## src/rtl/jtframe_cen_pkg.sv

```systemverilog
// Shared types and defaults for the fractional clock-enable scheduler.
package jtframe_cen_pkg;

  typedef enum logic [1:0] {
    RUN    = 2'd0,
    PAUSED = 2'd1,
    STEP   = 2'd2
  } state_t;

  localparam int DEF_NUM = 1;
  localparam int DEF_DEN = 2;
  localparam int CEN_W   = 10;

  // Channel-select width; a single channel still needs one select bit.
  function automatic int ch_width(input int n);
    return (n > 1) ? $clog2(n) : 1;
  endfunction

endpackage

```

## src/rtl/jtframe_cen_ctrl_if.sv

```systemverilog
// Configuration write handshake between software/OSD and the cen scheduler.
interface jtframe_cen_ctrl_if
  import jtframe_cen_pkg::*;
#(
  parameter int NCH = 3,
  parameter int W   = CEN_W
);

  localparam int CH_W = ch_width(NCH);

  logic            cfg_we;
  logic [CH_W-1:0] cfg_ch;
  logic [W-1:0]    cfg_num;
  logic [W-1:0]    cfg_den;
  logic            cfg_busy;
  logic            cfg_err;

  modport master (output cfg_we, cfg_ch, cfg_num, cfg_den, input  cfg_busy, cfg_err);
  modport slave  (input  cfg_we, cfg_ch, cfg_num, cfg_den, output cfg_busy, cfg_err);

endinterface

```

## src/rtl/jtframe_cen_frac.sv

```systemverilog
// Single-channel fractional accumulator: cen averages num/den of the clock.
module jtframe_cen_frac
  import jtframe_cen_pkg::*;
#(
  parameter int W       = CEN_W,
  parameter int DEF_NUM = jtframe_cen_pkg::DEF_NUM,
  parameter int DEF_DEN = jtframe_cen_pkg::DEF_DEN
) (
  input  logic         clk,
  input  logic         rst,
  input  logic         advance,
  input  logic         load,
  input  logic [W-1:0] load_num,
  input  logic [W-1:0] load_den,
  output logic         cen,
  output logic         pulse_next,
  output logic         stopped
);

  logic [W-1:0] num;
  logic [W-1:0] den;
  logic [W-1:0] acc;
  logic [W:0]   sum;
  logic [W:0]   diff;

  assign sum        = {1'b0, acc} + {1'b0, num};
  assign diff       = sum - {1'b0, den};
  assign stopped    = (num == '0);
  // High when this edge will register a cen pulse; a load on the same
  // edge still lets the pulse through so the old period ends intact.
  assign pulse_next = advance && !stopped && (sum >= {1'b0, den});

  // Accumulator update, rate reload and registered cen output.
  always_ff @(posedge clk) begin
    if (rst) begin
      acc <= '0;
      num <= DEF_NUM[W-1:0];
      den <= DEF_DEN[W-1:0];
      cen <= 1'b0;
    end else begin
      cen <= pulse_next;
      if (load) begin
        num <= load_num;
        den <= load_den;
        acc <= '0;
      end else if (pulse_next) begin
        acc <= diff[W-1:0];
      end else if (advance && !stopped) begin
        acc <= sum[W-1:0];
      end
    end
  end

endmodule

```

## src/rtl/jtframe_cen_ctrl.sv

```systemverilog
// Multi-channel fractional cen scheduler with one-deep rate reprogramming
// and a global pause/single-step controller.
module jtframe_cen_ctrl
  import jtframe_cen_pkg::*;
#(
  parameter int NCH     = 3,
  parameter int W       = CEN_W,
  parameter int DEF_NUM = jtframe_cen_pkg::DEF_NUM,
  parameter int DEF_DEN = jtframe_cen_pkg::DEF_DEN
) (
  input  logic                     clk,
  input  logic                     rst,
  jtframe_cen_ctrl_if.slave        cfg,
  input  logic                     pause,
  input  logic                     step,
  output logic                     paused,
  output logic [NCH-1:0]           cen
);

  localparam int CH_W = ch_width(NCH);
  localparam logic [CH_W:0] NCH_C = NCH[CH_W:0];

  state_t          state;
  state_t          state_nx;

  logic            pend_vld;
  logic [CH_W-1:0] pend_ch;
  logic [W-1:0]    pend_num;
  logic [W-1:0]    pend_den;
  logic            err_q;

  logic            cfg_ok;
  logic            accept;
  logic            apply;

  logic [NCH-1:0]  advance;
  logic [NCH-1:0]  load;
  logic [NCH-1:0]  pulse_next;
  logic [NCH-1:0]  stopped;
  logic [NCH-1:0]  done;
  logic [NCH-1:0]  done_nx;

  assign cfg_ok = (cfg.cfg_den != '0) &&
                  (cfg.cfg_num <= cfg.cfg_den) &&
                  ({1'b0, cfg.cfg_ch} < NCH_C);
  assign accept = cfg.cfg_we && !pend_vld;

  // A pending write lands when the target is at a period boundary, is
  // stopped, or everything is frozen, so no pulse is ever cut short.
  assign apply  = pend_vld &&
                  (pulse_next[pend_ch] || stopped[pend_ch] || state == PAUSED);

  assign cfg.cfg_busy = pend_vld;
  assign cfg.cfg_err  = err_q;
  assign paused       = (state == PAUSED);

  // Stopped channels have nothing to emit and count as stepped at once.
  assign done_nx = done | pulse_next | stopped;

  // Pending-slot control and the one-cycle reject pulse.
  always_ff @(posedge clk) begin
    if (rst) begin
      pend_vld <= 1'b0;
      err_q    <= 1'b0;
    end else begin
      err_q <= 1'b0;
      if (accept) begin
        if (cfg_ok) pend_vld <= 1'b1;
        else        err_q    <= 1'b1;
      end else if (apply) begin
        pend_vld <= 1'b0;
      end
    end
  end

  // Pending write payload, captured only when a valid write is accepted.
  always_ff @(posedge clk) begin
    if (accept && cfg_ok) begin
      pend_ch  <= cfg.cfg_ch;
      pend_num <= cfg.cfg_num;
      pend_den <= cfg.cfg_den;
    end
  end

  // Pause/step state register.
  always_ff @(posedge clk) begin
    if (rst) state <= RUN;
    else     state <= state_nx;
  end

  // Next-state selection and per-channel advance gating.
  always_comb begin
    state_nx = state;
    advance  = '0;
    unique case (state)
      RUN: begin
        advance = '1;
        if (pause) state_nx = PAUSED;
      end
      PAUSED: begin
        if (!pause)    state_nx = RUN;
        else if (step) state_nx = STEP;
      end
      STEP: begin
        advance = ~done;
        if (!pause)         state_nx = RUN;
        else if (&done_nx)  state_nx = PAUSED;
      end
      default: state_nx = RUN;
    endcase
  end

  // Step-done flags live only while stepping; any exit clears them.
  always_ff @(posedge clk) begin
    if (rst)                                    done <= '0;
    else if (state == STEP && state_nx == STEP) done <= done_nx;
    else                                        done <= '0;
  end

  // Reload strobe for the targeted channel.
  always_comb begin
    load = '0;
    if (apply) load[pend_ch] = 1'b1;
  end

  for (genvar i = 0; i < NCH; i++) begin : g_ch
    jtframe_cen_frac #(
      .W       (W),
      .DEF_NUM (DEF_NUM),
      .DEF_DEN (DEF_DEN)
    ) u_frac (
      .clk        (clk),
      .rst        (rst),
      .advance    (advance[i]),
      .load       (load[i]),
      .load_num   (pend_num),
      .load_den   (pend_den),
      .cen        (cen[i]),
      .pulse_next (pulse_next[i]),
      .stopped    (stopped[i])
    );
  end

endmodule

```

## src/flat_wrapper.sv

```systemverilog
// flat-port wrapper written by rule: the top's interface ports become plain ports
module jtframe_cen_ctrl_flat import jtframe_cen_pkg::*;
#(
  parameter int NCH     = 3,
  parameter int W       = CEN_W,
  parameter int DEF_NUM = jtframe_cen_pkg::DEF_NUM,
  parameter int DEF_DEN = jtframe_cen_pkg::DEF_DEN
)
  (clk, rst, pause, step, paused, cen, cfg_cfg_we, cfg_cfg_ch, cfg_cfg_num, cfg_cfg_den, cfg_cfg_busy, cfg_cfg_err);
  jtframe_cen_ctrl_if #(.NCH(NCH), .W(W)) cfg_i ();
  input  logic clk;
  input  logic rst;
  input  logic pause;
  input  logic step;
  output logic paused;
  output logic [NCH-1:0] cen;
  input wire logic [$bits(cfg_i.cfg_we)-1:0] cfg_cfg_we;
  input wire logic [$bits(cfg_i.cfg_ch)-1:0] cfg_cfg_ch;
  input wire logic [$bits(cfg_i.cfg_num)-1:0] cfg_cfg_num;
  input wire logic [$bits(cfg_i.cfg_den)-1:0] cfg_cfg_den;
  output wire logic [$bits(cfg_i.cfg_busy)-1:0] cfg_cfg_busy;
  output wire logic [$bits(cfg_i.cfg_err)-1:0] cfg_cfg_err;
  assign cfg_i.cfg_we = cfg_cfg_we;
  assign cfg_i.cfg_ch = cfg_cfg_ch;
  assign cfg_i.cfg_num = cfg_cfg_num;
  assign cfg_i.cfg_den = cfg_cfg_den;
  assign cfg_cfg_busy = cfg_i.cfg_busy;
  assign cfg_cfg_err = cfg_i.cfg_err;
  jtframe_cen_ctrl #(.NCH(NCH), .W(W), .DEF_NUM(DEF_NUM), .DEF_DEN(DEF_DEN)) u_core (.clk(clk), .rst(rst), .cfg(cfg_i), .pause(pause), .step(step), .paused(paused), .cen(cen));
endmodule
```

## config.mk

```make
export PLATFORM = sky130hd
export DESIGN_NAME = jtframe_cen_ctrl_flat
export DESIGN_NICKNAME = d
export VERILOG_FILES = /design/src/rtl/jtframe_cen_pkg.sv /design/src/rtl/jtframe_cen_ctrl_if.sv /design/src/rtl/jtframe_cen_frac.sv /design/src/rtl/jtframe_cen_ctrl.sv /design/src/flat_wrapper.sv
export SDC_FILE = /design/constraint.sdc
export NUM_CORES = 1
export LEC_CHECK = 0
export BUFFER_PORTS_ARGS = -buffer_cell sky130_fd_sc_hd__buf_2
export CAP_MARGIN = 20
export CORE_UTILIZATION = 45
export CTS_CLUSTER_SIZE = 20
export DETAILED_ROUTE_END_ITERATION = 10
export PLACE_DENSITY_LB_ADDON = 0.1
export RECOVER_POWER = 50
export SLEW_MARGIN = 20
export SYNTH_ARGS = -nofsm -noshare
export SYNTH_HDL_FRONTEND = slang
export SYNTH_SLANG_ARGS = --single-unit
export TNS_END_PERCENT = 10
```

## constraint.sdc

```tcl
create_clock -name clk -period 4.2 [get_ports clk]
set_input_delay 1.05 -clock clk [delete_from_list [all_inputs] [get_ports clk]]
set_output_delay 1.05 -clock clk [all_outputs]
set_load 0.02 [all_outputs]
```

==> flow_summary_export.csv <==
group,metric,value,unit
status,status,"finished clean",
worst_setup_path,crit_type,"reg -> reg",
placed_design,hpwl,15.9,mm
placed_design,gp_congestion,0.915,
worst_setup_path,start_kind,"flip-flop",
route,routed_wl,20.7,mm
yosys,ys_seq_area_share,34.5,%
sta,fin_crit,3970,ps
yosys,synth-simple-area-share,17.2,%
final_layout,nets,1023,
yosys,synth.distinct_cells,66,
yosys,yosysWarnings,0,
floorplanning,start_util,46.4,%
final_layout,fin_cells,1153,
worst_setup_path,worstPathArrival,4250,ps
global_routing,grt_util_all_layers,24.0,%
yosys,syn_nets,981,
worst_setup_path,ff2ff_path_depth,18,
floorplanning,die_y,133,um
sta,timing.hold.ws,458,ps
cts,cts_buffer_depth,2,
cts,cts_max_level,4,
yosys,syn_avg_cell_area,8.79,sq um
yosys,synthCells,878,
global_routing,grt_pass1_vias,6301,
worst_setup_path,required,4470,ps
yosys,synth_largest_area_cell,"dfxtp_1",
worst_setup_path,r2r_slack,230,ps
route,drc_errors,0,
sta,finalHoldViolations,0,
worst_setup_path,regToRegStartpoint,"u_core.g_ch[1].u_frac.num[0]$_SDFFE_PP1P_",
floorplanning,dieArea,17700,sq um
power,power_leakage,3.77,nW
cts,cts.clk_slew.worst_paths,60,ps
placed_design,port-buffer-count,32,
worst_setup_path,cp_max_fo,7,
worst_setup_path,r2r_end,"u_core.cfg.cfg_busy$_SDFFE_PP0P_",
sta,worst_slack,227,ps
yosys,synth_area_leaders,"dfxtp_1 26%, ha_1 11%, edfxtp_1 8.6%",
job,maxCapViolCount,0,
sta,grt_setup_unrepaired,"true",
route,first_iter_violations,442,
sta,skew,9.71,ps
final_layout,syn_to_final_growth,15.0,%
sta,max_clock_freq,252,MHz
yosys,yosysTopAreaCellShare,25.9,%
route,dr.pass1.iters,5,
cts,cts_root_buf,"clkbuf_16",
worst_setup_path,end_kind,"flip-flop",
min_path,hp-class,"reg -> reg",
floorplanning,rows,47,
power,peakVddDrop,0.501,mV
yosys,synth_fa_ha_area_share,12.9,%
yosys,synth_mux_area_share,7.66,%
yosys,synth_compound_area_share,18.0,%
placed_design,pre_cts_slack,-68.2,ps
cts,clock_latency,420,ps
global_routing,grt-ovfl-total,0,
yosys,yosys_most_used_dff,"dfxtp_1",
cts,cts_sinks,122,
sta,slew-limit-headroom,58.9,%
placed_design,dp_cells,1114,
yosys,synth_edf_count,22,
global_routing,grt_pass1_wl,32.9,mm
final_layout,drive_gt1_share,9.22,%
final_layout,antennaDiodeCount,0,
sta,period_share,94.6,%
sta,worstMarginPinSlew,616,ps
power,power.density,749,nW/um^2
floorplanning,core,16600,sq um
yosys,synth_xor_area_share,4.31,%
yosys,syn-cell-area,7720,sq um
global_routing,antenna_found_initial,0,
route,wire_per_inst,17.9,um
route,viasPerCell,5.69,
route,vias,6558,
worst_setup_path,crit_start,"u_core.g_ch[1].u_frac.num[0]$_SDFFE_PP1P_",
floorplanning,num_io_pins,33,
global_routing,grt_max_degree,41,
final_layout,fillers,1566,
cts,cts_tree,"done",
sta,finalSetupViolations,0,
route,ant_nets,0,
worst_setup_path,worstSetupEndpoint,"u_core.cfg.cfg_busy$_SDFFE_PP0P_",
yosys,synthArstFlopShare,0,%
cts,numCtsBuffers,17,
yosys,ys_ff_latch,122,
sta,finalMaxSlewViolations,0,
floorplanning,die_w,133,um
yosys,synth_top_family_by_area,"compound AO/OA/AOI/OAI gates",
kinds of logic after synthesis:
group,after synthesis
xor gates and xnor gates,38
muxes,59
buffers and inverters,104
DFF,122
AOI/OAI and AO/OA,207
and+or+nand+nor,272
adders and majority gates,76
routing by layer:
metal / routed length [um] / vias up / track usage, %
li1: - / 3268 / -
met1: 9830 / 3134 / 31.9
met2: 9900 / 131 / 39.6
met3: 589 / 25 / 3.64
met4: 365 / 0 / 8.49
met5: 0 / - / 0
power breakdown:
group	switching, mW	internal, mW
Clock	0.561	1.00
Sequential	0.102	1.37
Combinational	2.02	1.60
worst max-delay path, cell delays in order (launching register included):
cell and delay (ps):
dfxtp_1 350, ha_1 180, inv_1 50, fa_1 410
nor2b_2 160, o31a_1 140, clkbuf_1 150, o21a_1 140
nor2_1 50, xnor2_1 150, ha_1 380, o21a_1 140
nor2_1 50, a211oi_2 340, and3_2 350, o21ai_4 90
buf_4 140, nor3_1 400, o32ai_1 130
sequential cells by signal, indices dropped and copies added, names as in the netlist:
register	flops
u_core.g_ch.u_frac.den	30
u_core.state	2
u_core.pend_den	10
u_core.cfg.cfg_busy	1
u_core.g_ch.u_frac.cen	3
u_core.pend_num	10
u_core.done	3
u_core.g_ch.u_frac.num	30
u_core.cfg.cfg_err	1
u_core.g_ch.u_frac.acc	30
u_core.pend_ch	2
Yosys cell counts, drive strengths merged, types with 3 or more instances:
cell type  count
dfxtp        100
nand2         76
inv           71
nor2          71
ha            70
mux2i         58
a21oi         45
o21ai         44
nand3         31
xnor2         30
a211oi        28
nor3          25
edfxtp        22
clkbuf        17
buf           15
nor2b         14
o21a          14
a21o          13
nor4          12
nand2b        10
a2111oi        9
a31oi          8
xor2           8
or4            7
fa             6
nand4          6
o31a           6
o31ai          6
and3           5
o211ai         5
o21bai         5
nor3b          4
or2            4
nand3b         3
o211a          3
o22ai          3
stage by stage:
stage               setup TNS, ps  util (%)  power [mW]  area (sq um)
global route                 -146      53.4        7.12          8880
finish                          0      53.4        6.65          8880
detailed placement           -126      49.2        4.91          8180
CTS                             0      52.9        6.50          8810
global placement                0      49.2        4.86          8180
floorplan                       0         -        4.14          7730
cell usage in the layout, fill, tap and decap left out, types with 6 or more instances in the layout:
master / count
nor2_1: 71
o31a_1: 6
nand4_1: 6
nor3_1: 23
a211oi_1: 22
or4_1: 7
nor2b_1: 13
fa_1: 6
nand2_1: 76
o21ai_0: 23
nand2b_1: 10
a211oi_2: 6
xor2_1: 8
a21o_1: 13
nand3_1: 31
a21oi_1: 44
nor4_1: 8
buf_4: 18
a31oi_1: 7
edfxtp_1: 22
clkbuf_16: 17
inv_1: 71
xnor2_1: 30
ha_1: 69
o21ai_1: 20
o21a_1: 13
mux2i_1: 58
clkbuf_1: 31
dfxtp_1: 100
worst min path at each step:
stage	startpoint	to	slack, ps	cells after the start
after floorplan	u_core.g_ch[2].u_frac.den[2]$_SDFFE_PP0P_	u_core.g_ch[2].u_frac.den[2]$_SDFFE_PP0P_	430	2
after global placement	u_core.g_ch[2].u_frac.den[8]$_SDFFE_PP0P_	u_core.g_ch[2].u_frac.den[8]$_SDFFE_PP0P_	450	2
after detailed placement	u_core.g_ch[2].u_frac.den[6]$_SDFFE_PP0P_	u_core.g_ch[2].u_frac.den[6]$_SDFFE_PP0P_	450	2
after CTS	u_core.g_ch[2].u_frac.den[9]$_SDFFE_PP0P_	u_core.g_ch[2].u_frac.den[9]$_SDFFE_PP0P_	460	2
after global routing	u_core.g_ch[0].u_frac.den[3]$_SDFFE_PP0P_	u_core.g_ch[0].u_frac.den[3]$_SDFFE_PP0P_	480	2
final	u_core.g_ch[2].u_frac.den[9]$_SDFFE_PP0P_	u_core.g_ch[2].u_frac.den[9]$_SDFFE_PP0P_	460	2
repair_timing:
| action | CTS | global route |
|---|---|---|
| setup buffers | 0 | 7 |
| hold buffers | 0 | 0 |
| pin swaps | 0 | 4 |
| endpoints found under the setup margin | 5 | 92 |
| gates resized for setup | 1 | 20 |
layout make-up:
type / count / area (sq um) / share of cell area (%)
Tap cell: 220 / 275 / 3.10
Clock inverter: 13 / 191 / 2.16
Timing Repair Buffer: 55 / 320 / 3.61
Inverter: 72 / 270 / 3.04
Sequential cell: 122 / 2660 / 30.0
Multi-Input combinational cell: 652 / 4730 / 53.2
Clock buffer: 19 / 433 / 4.88
Power figures use the tool's default switching activity.
